<file path="src/rtl/eth_sync_fifo_pkg.sv">
// Shared constants and helpers for the Ethernet MAC word buffer.
// Latency: none (package only).
// Backpressure: n/a.
package eth_sync_fifo_pkg;

    localparam int ETH_FIFO_DEPTH_DEF = 8;
    localparam int ETH_WIDTH_DEF      = 16;

    // Ceiling log2 usable in parameter expressions; returns 0 for value <= 1.
    function automatic int eth_clog2(input int value);
        int r;
        int v;
        r = 0;
        v = value - 1;
        while (v > 0) begin
            r++;
            v = v >> 1;
        end
        return r;
    endfunction

endpackage

</file>
<file path="src/rtl/eth_fifo_ctrl.sv">
// Pointer, occupancy, flag and watermark control for eth_sync_fifo.
// Latency: all flags registered; a push at edge N is counted after edge N.
// Backpressure: in_rdy drops when full or during flush; a same-cycle pop never frees a slot.
module eth_fifo_ctrl
    import eth_sync_fifo_pkg::*;
#(
    parameter int DEPTH    = ETH_FIFO_DEPTH_DEF,
    parameter int AF_LEVEL = ETH_FIFO_DEPTH_DEF - 2,
    parameter int AW       = eth_clog2(DEPTH)
) (
    input  logic          clk,
    input  logic          res,
    input  logic          flush,
    input  logic          in_val,
    input  logic          out_rdy,
    output logic          in_rdy,
    output logic          out_val,
    output logic [AW:0]   count,
    output logic          almost_full,
    output logic          ovf,
    output logic [AW:0]   peak,
    output logic          wr_en,
    output logic [AW-1:0] wr_addr,
    output logic [AW-1:0] rd_addr
);

    localparam logic [AW:0] CNT_FULL = (AW+1)'(DEPTH);
    localparam logic [AW:0] CNT_AF   = (AW+1)'(AF_LEVEL);
    localparam logic [AW:0] CNT_ONE  = (AW+1)'(1);
    localparam logic [AW-1:0] PTR_ONE = AW'(1);

    logic [AW-1:0] wr_ptr;
    logic [AW-1:0] rd_ptr;
    logic [AW:0]   count_q;
    logic [AW:0]   count_next;
    logic [AW:0]   peak_q;
    logic          af_q;
    logic          ovf_q;
    logic          push;
    logic          pop;

    // Handshakes: full blocks writes regardless of a concurrent pop.
    assign in_rdy  = (count_q != CNT_FULL) & ~flush;
    assign out_val = (count_q != '0);
    assign push    = in_val & in_rdy;
    assign pop     = out_val & out_rdy;

    assign count       = count_q;
    assign almost_full = af_q;
    assign ovf         = ovf_q;
    assign peak        = peak_q;
    assign wr_en       = push;
    assign wr_addr     = wr_ptr;
    assign rd_addr     = rd_ptr;

    // Next occupancy: flush wins, push and pop together hold the count.
    always_comb begin
        count_next = count_q;
        if (flush) begin
            count_next = '0;
        end else if (push && !pop) begin
            count_next = count_q + CNT_ONE;
        end else if (pop && !push) begin
            count_next = count_q - CNT_ONE;
        end
    end

    // State update: pointers roll over naturally, flags track count_next.
    always_ff @(posedge clk or posedge res) begin
        if (res) begin
            wr_ptr  <= '0;
            rd_ptr  <= '0;
            count_q <= '0;
            af_q    <= 1'b0;
            ovf_q   <= 1'b0;
            peak_q  <= '0;
        end else begin
            if (flush) begin
                wr_ptr <= '0;
                rd_ptr <= '0;
                ovf_q  <= 1'b0;
                peak_q <= '0;
            end else begin
                if (push) wr_ptr <= wr_ptr + PTR_ONE;
                if (pop)  rd_ptr <= rd_ptr + PTR_ONE;
                if (in_val && !in_rdy) ovf_q <= 1'b1;
                if (count_next > peak_q) peak_q <= count_next;
            end
            count_q <= count_next;
            af_q    <= (count_next >= CNT_AF);
        end
    end

endmodule

</file>
<file path="src/rtl/eth_sync_fifo.sv">
// DEPTH-entry first-word-fall-through buffer between MAC byte engines and host words.
// Latency: word pushed at edge N is presented on out_data after edge N (no bypass).
// Backpressure: in_rdy low when full or flushing; out_val low when empty.
module eth_sync_fifo
    import eth_sync_fifo_pkg::*;
#(
    parameter  int WIDTH    = ETH_WIDTH_DEF,
    parameter  int DEPTH    = ETH_FIFO_DEPTH_DEF,
    parameter  int AF_LEVEL = DEPTH - 2,
    localparam int AW       = eth_clog2(DEPTH)
) (
    input  logic             clk,
    input  logic             res,
    input  logic             flush,
    input  logic             in_val,
    input  logic [WIDTH-1:0] in_data,
    output logic             in_rdy,
    output logic             out_val,
    output logic [WIDTH-1:0] out_data,
    input  logic             out_rdy,
    output logic [AW:0]      count,
    output logic             almost_full,
    output logic             ovf,
    output logic [AW:0]      peak
);

    // Reject configurations the pointer arithmetic cannot support.
    if (WIDTH < 1) begin : g_bad_width
        $error("eth_sync_fifo: WIDTH must be >= 1");
    end
    if (DEPTH < 2 || (DEPTH & (DEPTH - 1)) != 0) begin : g_bad_depth
        $error("eth_sync_fifo: DEPTH must be a power of two >= 2");
    end
    if (AF_LEVEL < 1 || AF_LEVEL > DEPTH) begin : g_bad_af
        $error("eth_sync_fifo: AF_LEVEL must be in 1..DEPTH");
    end

    logic [WIDTH-1:0] mem [DEPTH];
    logic             wr_en;
    logic [AW-1:0]    wr_addr;
    logic [AW-1:0]    rd_addr;

    eth_fifo_ctrl #(
        .DEPTH    (DEPTH),
        .AF_LEVEL (AF_LEVEL),
        .AW       (AW)
    ) u_ctrl (
        .clk         (clk),
        .res         (res),
        .flush       (flush),
        .in_val      (in_val),
        .out_rdy     (out_rdy),
        .in_rdy      (in_rdy),
        .out_val     (out_val),
        .count       (count),
        .almost_full (almost_full),
        .ovf         (ovf),
        .peak        (peak),
        .wr_en       (wr_en),
        .wr_addr     (wr_addr),
        .rd_addr     (rd_addr)
    );

    // Storage: cleared on reset so out_data reads zero, kept across flush.
    always_ff @(posedge clk or posedge res) begin
        if (res) begin
            for (int i = 0; i < DEPTH; i++) mem[i] <= '0;
        end else if (wr_en) begin
            mem[wr_addr] <= in_data;
        end
    end

    assign out_data = mem[rd_addr];

endmodule

</file>
<file path="config.mk">
export PLATFORM = sky130hd
export DESIGN_NAME = eth_sync_fifo
export DESIGN_NICKNAME = d
export VERILOG_FILES = /design/src/rtl/eth_sync_fifo_pkg.sv /design/src/rtl/eth_fifo_ctrl.sv /design/src/rtl/eth_sync_fifo.sv
export SDC_FILE = /design/constraint.sdc
export NUM_CORES = 1
export LEC_CHECK = 0
export ABC_AREA = 0
export CORE_MARGIN = 4
export CORE_UTILIZATION = 39
export DETAILED_ROUTE_END_ITERATION = 8
export PLACE_DENSITY_LB_ADDON = 0.12
export SYNTH_ARGS = -nofsm -noshare
export SYNTH_HDL_FRONTEND = slang
export SYNTH_SLANG_ARGS = --single-unit
</file>
<file path="constraint.sdc">
create_clock -name clk -period 7.6 [get_ports clk]
set_input_delay 1.14 -clock clk [delete_from_list [all_inputs] [get_ports clk]]
set_output_delay 1.14 -clock clk [all_outputs]
set_load 0.01 [all_outputs]
</file>
# == After elaboration in Yosys (flattened, before gate mapping) ==
# Index checks and enable logic that the tools add are counted.
# word_totals
wordCells,59
out_inout_bits,28
ff_bits,144
inputBits,21
# classes
eq_ne,1
n_mux,17
n_lt_le_gt_ge,5
n_bitwise,6
n_reduce_logical,12
n_addsub,4
# ops
cell,count
$bwmux W128,1
$bmux W16 S3,1
$demux W16 S3,1
$mux W16,3
$mux W4,5
$mux W3,4
$ge A4 B4 Y1 const B,2
$not A3 Y4,2
$reduce_bool A2 Y1,4
$add A3 B1 Y3 const B,2
$add A4 B1 Y4 const B,1
$ge A4 B3 Y1 const B,1
$gt A4 B4 Y1,1
$logic_and A1 B1 Y1,4
$lt A4 B1 Y1 const B,1
$ne A4 B4 Y1 const B,1
$reduce_bool A4 Y1,1
$sub A4 B1 Y4 const B,1
$and A1 B1 Y1,3
$logic_not A1 Y1,3
$mux W1,2
$not A1 Y1,1

# == Depth between registers and ports, before layout ==
# Gate-level depths: netlist of the first run.
# depth
word_depth,11
ltp_mapped,14
ltp_nobuf,13

# == Hierarchy ==
# A second synthesis of the first run with hierarchy kept.
# unflattened
cells_unflattened,438
area_unflattened_um2,6990.5
# by_module_without_submodules
module,seq_area_each_um2,n_inst,cells_each,area_per_inst_um2
eth_sync_fifo,3203.1,1,338,6024.5
eth_fifo_ctrl,400.4,1,100,965.9

# == Least setup slack after synthesis of the first run ==
# Ideal clock, no wire load.
# synth_timing
path_type,input to register
startpoint,input flush
endpoint,register u_ctrl.peak_q[0] (netlist: u_ctrl.peak[0])
t_arrival_ns,3.141
slack_ns,4.341
path_stages,12
setup_time_ns,0.118
required_time_ns,7.482
n_path_buf,1
path_cell_list,nand2b_1 > nor2_4 > buf_6 > maj3_1 > a22oi_1 > nor2_1 > ha_1 > nor2b_1 > o21ai_0 > a21oi_1 > nor3b_1 > a21o_1
# synth_between
elab_chain_cells,10
elab_cells_between_ends,13
classes_between,order compare: 1; mux: 5; bitwise: 3; reduce/logical: 4
# synth_lines
item,line,source
"start, declared",eth_sync_fifo.sv:14,"input logic flush,"
$not A1 Y1,eth_fifo_ctrl.sv:43,assign in_rdy = (count_q != CNT_FULL) & ~flush;
$and A1 B1 Y1,eth_fifo_ctrl.sv:43,
$and A1 B1 Y1,eth_fifo_ctrl.sv:45,assign push = in_val & in_rdy;
$logic_not A1 Y1,eth_fifo_ctrl.sv:63,end else if (pop && !push) begin
$logic_and A1 B1 Y1,eth_fifo_ctrl.sv:63,
$mux W4,eth_fifo_ctrl.sv:63,
$mux W4,eth_fifo_ctrl.sv:61,end else if (push && !pop) begin
$mux W4 *,eth_fifo_ctrl.sv:59,if (flush) begin
named net u_ctrl.count_next[1],eth_fifo_ctrl.sv:35,logic [AW:0] count_next;
$gt A4 B4 Y1 *,eth_fifo_ctrl.sv:87,if (count_next > peak_q) peak_q <= count_next;
$reduce_bool A2 Y1 (no line) *,-,
"end signal, assigned",eth_fifo_ctrl.sv:87,
"end, declared",eth_fifo_ctrl.sv:36,logic [AW:0] peak_q;
# Mark *: on every way through the listed nets, which the timed path passes. The rest lies on a longest branch. The select of a mux whose other input is x is not followed.
# A chain may end at the register's enable or synchronous reset.

# == Worst setup path in the final report of the first run ==
# layout_timing
startpoint,input flush
endpoint,register u_ctrl.peak_q[1] (netlist: u_ctrl.peak[1])
# layout_between
elab_chain_cells,10
elab_cells_between_ends,13
classes_between,order compare: 1; mux: 5; bitwise: 3; reduce/logical: 4
# layout_lines
item,line
$not A1 Y1,eth_fifo_ctrl.sv:43
$and A1 B1 Y1,eth_fifo_ctrl.sv:43
$and A1 B1 Y1,eth_fifo_ctrl.sv:45
$logic_not A1 Y1,eth_fifo_ctrl.sv:63
$logic_and A1 B1 Y1,eth_fifo_ctrl.sv:63
$mux W4,eth_fifo_ctrl.sv:63
$mux W4,eth_fifo_ctrl.sv:61
$mux W4 *,eth_fifo_ctrl.sv:59
named net u_ctrl.count_next[1],eth_fifo_ctrl.sv:35
$gt A4 B4 Y1 or $mux W4 (tied branches),eth_fifo_ctrl.sv:87
$reduce_bool A2 Y1 (no line) or $mux W4 (tied branches),-
# Marks and branches as above.

==> metrics.txt, run 1 <==
run status finished clean; Clk pwr share 0.271; first-pass GRT wire length approximately 23,000 um; I/O Buffers between 40 and 50; Cells on Worst Hold Path 1; number of buffers created by CTS 17; sequential cell area 3600 um^2; top-area cell type share of the netlist area 0.527; clock tree from TritonCTS built; highest clock frequency the design can meet between 200 and 250 MHz; crit path capture type flop; via-per-instance ratio ~5.3; Worst EP arrival ~4.3 ns; Max Clock Skew approximately 0.012 ns; launch point of the worst hold path mem[50]$_DFFE_PP0P_; most area-consuming cells after synthesis sky130_fd_sc_hd__dfrtp_1, sky130_fd_sc_hd__mux2_2, sky130_fd_sc_hd__mux4_2; initial antenna violation count 0; cell-internal power 2.02 mW; Multi-input gate area about 3100 um^2; buffer depth of the longest clock path 2; clock-pin transition on the worst setup and hold timing paths ~0.060 ns; type of the setup path with the least slack primary input to flop; nets 512; endpoint of the worst hold path mem[50]$_DFFE_PP0P_; cell class contributing the biggest share of worst-path delay compound AO/OA/AOI/OAI gates; slowest cell delay on critical path 0.74 ns; post-synthesis sequential area ratio 0.527; vertical die dimension between 100 and 150 um; hold bufs inserted after CTS 0; detailed-route wire length per cell approximately 20 um; I/O pin count between 40 and 50; post-route antenna net violation count 0; PostCTS Resize Cnt 0; number of cells traversed by the worst register-to-register path 13; number of diodes added for antenna fixing 0; Clock Latency Late Sink roughly 0.42 ns; final setup vio count 0; die area 19,700 um^2; total cell area at the placement stage roughly 7500 um^2; area of all placed cells without fillers around 8000 um^2; VDD IR max roughly 0.17 mV; count of fill cells added during filler insertion roughly 1,500; Core Box Area between 15,000 and 20,000 um^2; fin crit share 0.529; fraction of power spent switching nets 0.286; Yosys warnings 0; GRT Total Usage 0.154; HPWL after DPL roughly 8500 um; relative contribution of combinational cells to total power 0.339; count of pins over their slew limit 0; power density cells approximately 350 nW/um^2; Worst Hold Class flop to flop; distinct cell type count of the synthesized netlist 47; first-pass detailed-route iteration total 4; # Max-Cap Violations 0; number of storage elements in the synthesis netlist between 100 and 150; cell count after synthesis 435; required time of the worst setup path between 7 and 8 ns; horizontal die dimension around 140 um; final WL ~14,000 um; via count of the first global-routing pass between 4,000 and 5,000; # rows 48; nature of the critical path startpoint primary input; net count after synthesis between 400 and 500; cell accounting for the most synthesized area sky130_fd_sc_hd__dfrtp_1; launch point of the worst reg-to-reg path u_ctrl.count[0]$_DFF_PP0_; share of post-route cells with drive strength above 1 0.449; drt initial violations between 100 and 150; master of the slowest instance on the critical path sky130_fd_sc_hd__clkdlybuf4s50_1; critical path cell sequence clkdlybuf4s50_1 -> nand2b_1 -> nor2_4 -> o21ai_0 -> a22oi_1 -> nor2_1 -> ha_1 -> nor2b_1 -> o21ai_0 -> a21oi_1 -> nor2_1 -> a211oi_1; total number of vias between 3,000 and 4,000; Clk Tree Root Cell sky130_fd_sc_hd__clkbuf_16; Critical path buffers and inverters 1; reg-to-reg endpoint u_ctrl.peak[1]$_DFFE_PP0P_; maximum level of the CTS H-tree 4; final weighted congestion in routability-driven placement between 0.7 and 0.8; Leakage between 3 and 4 nW; Layout Utilization 0.466; maximum number of pins on one net before global-route repair 89; syn avg cell area about 16 um^2; net load switching power about 0.81 mW; crit-path max FO 21; Period minus WS final 4.02 ns; buffer count from post-CTS setup fixing 0; number of cells on the critical path 12; Layout Area Growth over Synthesis 17.6%; RSZ-0062 raised after global routing no; slew at the pin closest to its max-slew limit ~1.1 ns; total count of hold-check failures in the final report 0; setup total negative slack 0 ns; drc violations 0; setup slack of the worst register-to-register path between 4 and 5 ns; post-synthesis cell area approximately 7000 um^2; effective utilization at floorplan 0.397; headroom to the max-slew limit 0.265; share of total power in sequential cells 0.390; CTS sink count ~140; Congestion Overflow GR 0
-- placed cells by master, fill, tap and decap left out, types with 3 or more instances in the layout --
cell type                           n
sky130_fd_sc_hd__a21oi_1            5
sky130_fd_sc_hd__buf_4              6
sky130_fd_sc_hd__clkbuf_1           4
sky130_fd_sc_hd__clkbuf_16         17
sky130_fd_sc_hd__clkbuf_8           3
sky130_fd_sc_hd__clkdlybuf4s50_1   48
sky130_fd_sc_hd__clkinv_2           4
sky130_fd_sc_hd__dfrtp_1          143
sky130_fd_sc_hd__ha_1               8
sky130_fd_sc_hd__inv_1              7
sky130_fd_sc_hd__mux2_2           133
sky130_fd_sc_hd__mux2_4            11
sky130_fd_sc_hd__mux4_2            32
sky130_fd_sc_hd__nand2_1            6
sky130_fd_sc_hd__nand2b_1           3
sky130_fd_sc_hd__nor2_1            13
sky130_fd_sc_hd__o21ai_0            4
sky130_fd_sc_hd__o22ai_1            3
sky130_fd_sc_hd__xor2_1             4
-- synth_stat cells (all sizes together) --
master,number
nand3,3
mux2i,1
o211ai,1
ha,8
xnor2,2
mux4,32
nand2b,3
xor2,4
nand4b,3
buf,23
nand3b,2
a21oi,5
o22ai,3
nand2,8
nor4,1
dfrtp,144
clkbuf,2
nor2b,2
nor4b,2
nand4,2
inv,8
maj3,1
o21ai,4
a211oi,1
nor2,14
or3b,1
a22oi,1
and3b,1
a31oi,1
a21o,2
and2b,1
mux2,145
nor3,3
nor3b,1
-- power by group through the flow --
| stage | logic, mW | clock network [mW] | registers, mW |
|---|---|---|---|
| after CTS | 0.977 | 0.789 | 1.10 |
| after global routing | 1.05 | 0.822 | 1.13 |
| after global placement | 0.961 | 0 | 1.10 |
| after detailed placement | 0.973 | 0 | 1.12 |
| final | 0.958 | 0.763 | 1.10 |
| after floorplan | 0.681 | 0 | 1.07 |
-- layer usage --
layer | global-route usage | routed length (um) | vias up
met5 | 0 | 0 | -
met1 | 0.210 | 6780 | 2006
li1 | - | - | 1707
met4 | 0.0444 | 210 | 0
met2 | 0.243 | 6680 | 48
met3 | 0.0413 | 403 | 19
-- how the worst max path moves through the flow --
stage	from	end	slack, ns
after floorplan	res	mem[0]$_DFFE_PP0P_	2.59
after global placement	flush	u_ctrl.peak[0]$_DFFE_PP0P_	3.19
after detailed placement	flush	u_ctrl.peak[1]$_DFFE_PP0P_	3.13
after CTS	flush	u_ctrl.peak[1]$_DFFE_PP0P_	3.57
after global routing	flush	u_ctrl.peak[1]$_DFFE_PP0P_	3.16
final	flush	u_ctrl.peak[1]$_DFFE_PP0P_	3.58
-- state kept, by name, summed over array words and instances, names as in the netlist --
signal,count
mem,128
u_ctrl.count,4
u_ctrl.peak,4
u_ctrl.rd_addr,3
u_ctrl.wr_addr,3
u_ctrl.almost_full,1
u_ctrl.ovf,1
-- logic make-up (layout without fill, tap and decap cells) --
family / Yosys count / count (layout) / synth area share
AOI/OAI and AO/OA: 18 / 18 / 0.0157
buffers and inverters: 33 / 92 / 0.0264
muxes: 178 / 178 / 0.352
xor gates and xnor gates: 6 / 6 / 0.00769
adders and majority gates: 9 / 9 / 0.0161
and+or+nand+nor: 47 / 47 / 0.0551
DFF: 144 / 144 / 0.527
-- cell type report --
type	instances	area share
sequential	144	0.448
multi-input combinational	258	0.380
timing repair buffer	54	0.0654
clock buffer	24	0.0599
tap	225	0.0350
clock inverter	6	0.00732
inverter	8	0.00436
-- through the flow --
step	worst slack [ns]	hold WS (ns)	total power [mW]	instances
final	3.58	0.487	2.82	719
after global placement	3.19	0.471	2.06	689
after detailed placement	3.13	0.475	2.09	689
after CTS	3.57	0.488	2.87	719
after global routing	3.16	0.516	3.00	719
after floorplan	2.59	0.453	1.75	435
No activity file was read; power rests on OpenSTA's default activity.
==> run 2: changes to the inputs <==
- clock period: 7.6 -> 3.6 ns (I/O delays scaled with it)
==> run 2 against run 1 <==
Net effect: via count increased by 0.85%; hold slack worse by 0.0014 ns; power is 120% higher; register-to-register slack worse by 3.9 ns; largest power group unchanged; critical path depth is 1 higher; worst setup slack worse by 3.2 ns; routed wire length increased by 1.3%; sequential share of layout area is 1.1 points lower; non-clock buffer count increased by 9; core utilization up 1.2 points; critical endpoint unchanged.
==> metrics.txt, run 2 (same netlist as run 1, synthesis figures left out) <==
share of post-route cells with drive strength above 1 0.471; Congestion Overflow GR 0; net load switching power around 1.8 mW; Period minus WS final 3.20 ns; met3 usage 0.0417; run status finished clean; initial antenna violation count 0; slew at the pin closest to its max-slew limit 0.853 ns; total count of hold-check failures in the final report 0; RSZ-0062 raised after global routing no; number of diodes added for antenna fixing 0; flip-flop count of the largest register after layout approximately 130; Worst Hold Class flop to flop; Clk pwr share 0.295; Max Clock Skew 0.00993 ns; count of pins over their slew limit 0; met1 layer usage reported by global route 0.206; type of the setup path with the least slack flop to flop; final setup vio count 0; highest clock frequency the design can meet about 310 MHz; post-route antenna net violation count 0; post-place setup slack about 0.13 ns; Core Box Area 17,200 um^2; nets roughly 520; I/O pin count 49; nature of the critical path startpoint flop; master of the slowest instance on the critical path sky130_fd_sc_hd__dfrtp_1; clock tree from TritonCTS built; required time of the worst setup path 3.93 ns; Critical path buffers and inverters 1; fraction of power spent switching nets 0.293; met2 demand-to-capacity share in global routing 0.244; die area just under 20,000 um^2; Worst Setup Slack, final a little under 0.4 ns; slowest cell delay on critical path ~0.45 ns; maximum number of pins on one net before global-route repair 53; number of buffers created by CTS 17; clock-pin transition on the worst setup and hold timing paths approximately 0.060 ns; placed cell count ~700; Layout Area Growth over Synthesis 20.5%; # rows 48; critical path cell sequence inv_1 -> ha_1 -> or3b_1 -> nand2_4 -> maj3_1 -> a22oi_1 -> nor2_1 -> ha_1 -> nor2b_1 -> o21ai_0 -> a21oi_2 -> nor2_1 -> a211oi_1; drc violations 0; horizontal die dimension 140 um; highest-count cells in the layout ignoring fill and taps sky130_fd_sc_hd__dfrtp_1, sky130_fd_sc_hd__mux2_2, sky130_fd_sc_hd__clkdlybuf4s50_1; crit-path max FO 8; maximum level of the CTS H-tree 4; VDD IR max 0.379 mV; relative contribution of combinational cells to total power 0.331; final weighted congestion in routability-driven placement approximately 0.75; drt initial violations around 140; crit path capture type flop; CTS sink count between 100 and 150; total number of vias 3,812; buffer count from post-CTS setup fixing 0; Worst EP arrival between 3 and 4 ns; Clock Latency Late Sink between 0.4 and 0.5 ns; share of total power in sequential cells 0.373; GRT Total Usage 0.153; fin crit share 0.890; HPWL after DPL 8850 um; first-pass GRT wire length between 20,000 and 25,000 um; # Max-Cap Violations 0; Total Power 6.24 mW; cell class contributing the biggest share of worst-path delay compound AO/OA/AOI/OAI gates; effective utilization at floorplan 0.397; buffer depth of the longest clock path 2; via-per-instance ratio ~5.2; headroom to the max-slew limit 0.430; Leakage around 3.7 nW; GRT Max-Usage Layer met2; Most flops, register mem; count of non-filler cells in the finished layout between 700 and 800; final WL 14,300 um; power density cells around 760 nW/um^2; cell-internal power between 4 and 5 mW; via count of the first global-routing pass about 4,000; hold bufs inserted after CTS 0; Clk Tree Root Cell sky130_fd_sc_hd__clkbuf_16; most common cell after layout, fill and taps aside sky130_fd_sc_hd__dfrtp_1; detailed-route wire length per cell 19.5 um; I/O Buffers 48; vertical die dimension roughly 140 um; first-pass detailed-route iteration total 4; setup total negative slack 0 ns
run 2: cell count changes in the layout (fill, tap and decap cells not counted), sizes merged:
cell      before  now
buf            6   15
bufinv         1    3
clkbuf        24   18
clkinv         5    1
clkinvlp       0    6
inv            8   12
run 2: routing by layer:
layer | up-vias | wire length, um
met5 | - | 0
met2 | 48 | 7110
met1 | 2021 | 6580
met3 | 7 | 436
met4 | 0 | 126
li1 | 1736 | -
run 2: worst paths after layout:
kind | start | end | slack (ns) | cells past startpoint
worst max-delay path | u_ctrl.count[1]$_DFF_PP0_ | u_ctrl.peak[1]$_DFFE_PP0P_ | 0.40 | 13
worst min-delay path | mem[50]$_DFFE_PP0P_ | mem[50]$_DFFE_PP0P_ | 0.49 | 1
worst max register to register | u_ctrl.count[1]$_DFF_PP0_ | u_ctrl.peak[1]$_DFFE_PP0P_ | 0.40 | 13
worst min register to register | mem[50]$_DFFE_PP0P_ | mem[50]$_DFFE_PP0P_ | 0.49 | 1
max in group asynchronous | res | mem[117]$_DFFE_PP0P_ | 2.32 | 3
min in group asynchronous | res | u_ctrl.count[1]$_DFF_PP0_ | 0.51 | 2
run 2: final cells by class:
class                           instances  area, um^2
Fill cell                            1494        9000
Clock buffer                           18         439
Inverter                                8        33.8
Sequential cell                       144        3600
Multi-Input combinational cell        258        3060
Clock inverter                         14         180
Tap cell                              225         282
Timing Repair Buffer                   63         643
run 2: repair_timing:
action / CTS / global route
gates resized for setup: 0 / 1
setup endpoints to repair: 0 / 1
hold endpoints to repair: 0 / 0
run 2: power groups by stage:
stage	clock (mW)	sequential, mW	combinational (mW)
2_1_floorplan	0	2.25	1.44
3_3_place_gp	0	2.34	2.05
3_5_place_dp	0	2.36	2.08
4_1_cts	1.90	2.33	2.10
5_1_grt	1.98	2.38	2.25
6_report	1.85	2.33	2.07
run 2: stage by stage:
step	util	hold slack (ns)	cell area, um^2
finish	0.478	0.485	8240
global route	0.478	0.512	8240
CTS	0.478	0.492	8230
detailed placement	0.442	0.477	7610
global placement	0.442	0.478	7610
floorplan	-	0.453	6840
